===== config.mk =====
export PLATFORM = sky130hd
export DESIGN_NAME = spike_event_fifo
export DESIGN_NICKNAME = d
export VERILOG_FILES = /design/src/rtl/spike_event_fifo.sv
export SDC_FILE = /design/constraint.sdc
export NUM_CORES = 1
export LEC_CHECK = 0
export BUFFER_PORTS_ARGS = -buffer_cell sky130_fd_sc_hd__buf_2
export CAP_MARGIN = 20
export CORE_MARGIN = 8
export CORE_UTILIZATION = 35
export DETAILED_ROUTE_END_ITERATION = 6
export PLACE_DENSITY_LB_ADDON = 0.12
export REMOVE_ABC_BUFFERS = 1
export SYNTH_ARGS = -nofsm -noshare
export SYNTH_HDL_FRONTEND = slang
export SYNTH_SLANG_ARGS = --single-unit

===== constraint.sdc =====
create_clock -name clk -period 4.45 [get_ports clk]
set_clock_uncertainty 0.05 [all_clocks]
set_input_delay 0.89 -clock clk [delete_from_list [all_inputs] [get_ports clk]]
set_output_delay 0.89 -clock clk [all_outputs]
set_load 0.03 [all_outputs]

===== src/rtl/spike_event_fifo.sv =====
// Timestamps non-empty spike vectors and buffers {spike, ts} events in a
// first-word-fall-through FIFO with a valid/ready readout and drop statistics.
module spike_event_fifo #(
    parameter int unsigned TS_W  = 16,
    parameter int unsigned DEPTH = 8
) (
    input  logic                      clk,
    input  logic                      rst,
    input  logic                      en,
    input  logic [7:0]                spike_in,
    output logic                      ev_valid,
    input  logic                      ev_ready,
    output logic [8+TS_W-1:0]         ev_data,
    output logic [$clog2(DEPTH):0]    level,
    output logic                      overflow,
    output logic [7:0]                drop_cnt
);

    localparam int unsigned AW = $clog2(DEPTH);
    localparam int unsigned LW = AW + 1;
    localparam int unsigned EW = 8 + TS_W;

    logic [TS_W-1:0] r_ts;
    logic [EW-1:0]   r_mem [DEPTH];
    logic [AW-1:0]   r_wptr;
    logic [AW-1:0]   r_rptr;
    logic [LW-1:0]   r_level;
    logic            r_valid;
    logic            r_overflow;
    logic [7:0]      r_drop_cnt;

    logic            w_push_req;
    logic            w_pop;
    logic            w_full;
    logic            w_push;
    logic            w_drop;
    logic [LW-1:0]   w_level_nxt;

    // Push/pop arbitration; a pop on a full FIFO frees the slot for a same-edge push.
    always_comb begin
        w_push_req  = en && (spike_in != 8'h00);
        w_pop       = r_valid && ev_ready;
        w_full      = (r_level == LW'(DEPTH));
        w_push      = w_push_req && (!w_full || w_pop);
        w_drop      = w_push_req && w_full && !w_pop;
        w_level_nxt = r_level + LW'(w_push) - LW'(w_pop);
    end

    always_ff @(posedge clk) begin
        if (rst) begin
            r_ts       <= '0;
            r_wptr     <= '0;
            r_rptr     <= '0;
            r_level    <= '0;
            r_valid    <= 1'b0;
            r_overflow <= 1'b0;
            r_drop_cnt <= '0;
        end else begin
            if (en) begin
                r_ts <= r_ts + TS_W'(1);
            end
            if (w_push) begin
                r_wptr <= r_wptr + AW'(1);
            end
            if (w_pop) begin
                r_rptr <= r_rptr + AW'(1);
            end
            r_level <= w_level_nxt;
            r_valid <= (w_level_nxt != '0);
            if (w_drop) begin
                r_overflow <= 1'b1;
                if (r_drop_cnt != 8'hFF) begin
                    r_drop_cnt <= r_drop_cnt + 8'd1;
                end
            end
        end
    end

    // Storage carries no reset; occupancy tracking alone defines validity.
    always_ff @(posedge clk) begin
        if (!rst && w_push) begin
            r_mem[r_wptr] <= {spike_in, r_ts};
        end
    end

    assign ev_valid = r_valid;
    assign ev_data  = r_mem[r_rptr];
    assign level    = r_level;
    assign overflow = r_overflow;
    assign drop_cnt = r_drop_cnt;

endmodule


==> metrics.md <==
| Metric | Value |
|---|---|
| Sequential area share after synthesis | `72.4%` |
| Final Hold Viols | `0` |
| Grt ovf | `0` |
| Worst setup margin | `0.993 ns` |
| Outcome | `finished clean` |
| CTS tree | `done` |
| Hold_ws | `0.430 ns` |
| GPL Wtd Cong | `0.757` |
| Die width | `177 um` |
| Crit-path cells | `buf_12, mux4_2, mux2_2, buf_2` |
| CP max stage delay | `0.65 ns` |
| DRT Wirelength | `18.7 mm` |
| Largest net degree at the start of global routing | `49` |
| I/O Pins | `50` |
| Power, Total | `5.17 mW` |
| Vias/cell | `5.05` |
| Dpl hpwl | `11.2 mm` |
| Distinct cells, synth | `44` |
| CTS Buf Count | `24` |
| CP max-delay cell | `dfxtp_4` |
| Synth Warn # | `0` |
| Port-buffer cells | `49` |
| Count of state elements after synthesis | `231` |
| Cells after Synth | `490` |
| Nets | `585` |
| CP required | `3.51 ns` |
| Post-route setup TNS | `0 ns` |
| Wire length per cell | `20.4 um` |
| CP Capture Type | `output port` |
| Post-synth EDFFs | `192` |
| GRT Total Usage | `12.4%` |
| CP Max Fanout | `27` |
| Hold Crit Class | `reg -> reg` |
| Power per Cell Area | `490 nW/um2` |
| Syn Area/Cell | `18.5 um2` |
| Final slew viol count | `0` |
| 1st-iter DRT viols | `277` |
| Post-layout min period | `3.46 ns` |
| Post-synth top flop | `edfxtp_1` |
| Die ar. | `31200 um2` |
| FP Rows | `59` |
| Slew @ Worst Pin | `0.558 ns` |
| Detailed-route via count | `4633` |
| H-tree Lvls | `1` |
| Placed Area | `9830 um2` |
| CORE AREA | `25700 um2` |
| Initial antenna violation count | `1` |
| RSZ-0062 raised after global routing | `false` |
| Initial Util | `35.2%` |
| Longest Clk Path Bufs | `3` |
| Finished layout cell area | `10500 um2` |
| Die height | `177 um` |
| Startpoint Class | `register` |
| Post-DRT Antenna Nets | `0` |
| DR DRC count | `0` |
| CP Data Arrival Time | `2.52 ns` |
| CTS root buf | `clkbuf_16` |
| Maxcap violations | `0` |
| Worst slack at placement | `1.00 ns` |
| Peak VDD IR | `0.309 mV` |
| Max Freq | `0.289 GHz` |
| Ant. Diodes | `0` |
| TritonRoute pass-1 iters | `4` |
| Slew HR | `62.7%` |
| Clock-pin slew on the worst setup and hold paths | `0.06 ns` |
| Number of global-route vias before repair | `5021` |
| Syn-to-layout area delta | `16.6%` |
| Post-CTS Setup Bufs | `0` |
| First-pass GRT wire length | `29.6 mm` |
| Post-CTS resize count | `0` |
| Layout cells sized above 1 | `32.5%` |
| Final Cycle Share | `77.7%` |
| Post-Syn Area | `9040 um2` |
| Worst skew pair latency | `0.51 ns` |
| Num Clock Sinks | `231` |
| Setup Crit Path Kind | `reg -> out` |
| Leak Pwr | `3.49 nW` |
| Post-synth ARST share | `0%` |
| # setup viols final | `0` |
| CTS Hold Buffers Added | `0` |
routing by layer:
metal  wire, um  global-route usage (%)  vias up
met1       7900                    16.2     2386
met3       1150                    2.71       26
met2       9370                    20.6      111
li1           -                       -     2108
met4        293                    3.26        2
met5         12                       0        -
cells in the mapped netlist (3+ instances only):
library cell | count | area (um2)
mux2_2 | 27 | 304
edfxtp_1 | 192 | 5770
xor2_1 | 8 | 70.1
clkbuf_1 | 6 | 22.5
mux4_2 | 48 | 1080
buf_2 | 6 | 30.0
nand3_1 | 12 | 60.1
buf_1 | 5 | 18.8
inv_1 | 8 | 30.0
nand4_1 | 6 | 37.5
nor2b_1 | 5 | 31.3
nor3_1 | 6 | 30.0
and3_1 | 3 | 18.8
xnor2_1 | 7 | 61.3
o21ai_0 | 6 | 30.0
nor2_1 | 31 | 116
ha_1 | 8 | 100
a21oi_1 | 7 | 35.0
nand2_1 | 19 | 71.3
dfxtp_1 | 39 | 781
nor4_1 | 9 | 56.3
per-stage QoR:
step	util [%]	std cells
after floorplan	-	471
after global placement	38.3	873
after detailed placement	38.3	873
after CTS	41.1	917
after global routing	41.1	917
final	41.1	917
placed cells by master, fill, tap and decap left out, types with 5 or more instances in the layout:
| cell | count |
|---|---|
| clkbuf_16 | 25 |
| ha_1 | 8 |
| o21ai_0 | 6 |
| mux4_2 | 48 |
| nand3_1 | 12 |
| xor2_1 | 8 |
| dfxtp_1 | 37 |
| edfxtp_1 | 192 |
| nand2_1 | 19 |
| nor4_1 | 6 |
| inv_1 | 8 |
| mux2_2 | 27 |
| a21oi_1 | 7 |
| nor2_1 | 30 |
| clkbuf_1 | 11 |
| xnor2_1 | 7 |
| buf_2 | 49 |
| nand4_1 | 6 |
| buf_4 | 16 |
| nor2b_1 | 5 |
path summary, 6_finish.rpt:
| kind | from | slack (ns) | cells after the start | to |
|---|---|---|---|---|
| worst max-delay path | register | 0.99 | 4 | ev_data[11] |
| worst min-delay path | r_rptr[1]$_SDFFE_PP0N_ | 0.43 | 2 | register |
| worst max register to register | level[2]$_SDFF_PP0_ | 1.85 | 9 | ev_valid$_SDFF_PP0_ |
| worst min register to register | r_rptr[1]$_SDFFE_PP0N_ | 0.43 | 2 | register |
cell type report:
cell class | instances | area [um2]
clock inverters | 7 | 35.0
clock buffers | 37 | 681
well taps | 335 | 419
inverters | 8 | 30.0
flip-flops and latches | 231 | 6550
multi-input cells | 232 | 2420
fillers | 2333 | 15100
repair buffers | 67 | 405
registers in the layout (all words and copies together), names as in the netlist, named ones only:
register / cells
overflow: 1
ev_valid: 1
r_ts: 16
level: 4
drop_cnt: 8
r_mem: 192
r_rptr: 3
r_wptr: 3
cell families after synthesis:
group           synth area share (%)
flops                           72.4
simple gates                    5.93
mux                             15.8
buf+inv                         1.29
compound gates                  1.80
xor+xnor                        1.45
fa+ha+maj                       1.33
power breakdown:
| part | leakage, nW | switching [mW] | internal [mW] |
|---|---|---|---|
| clock network | 0.339 | 0.763 | 1.05 |
| registers | 2.14 | 0.0808 | 2.41 |
| logic | 1.02 | 0.488 | 0.373 |
| total | 3.49 | 1.33 | 3.84 |
critical path: cells and delay by family (launching register included):
| family | cells | cell delay, ns |
|---|---|---|
| mux | 2 | 0.85 |
| flops | 1 | 0.65 |
| buf+inv | 2 | 0.50 |
Power figures use the tool's default switching activity.
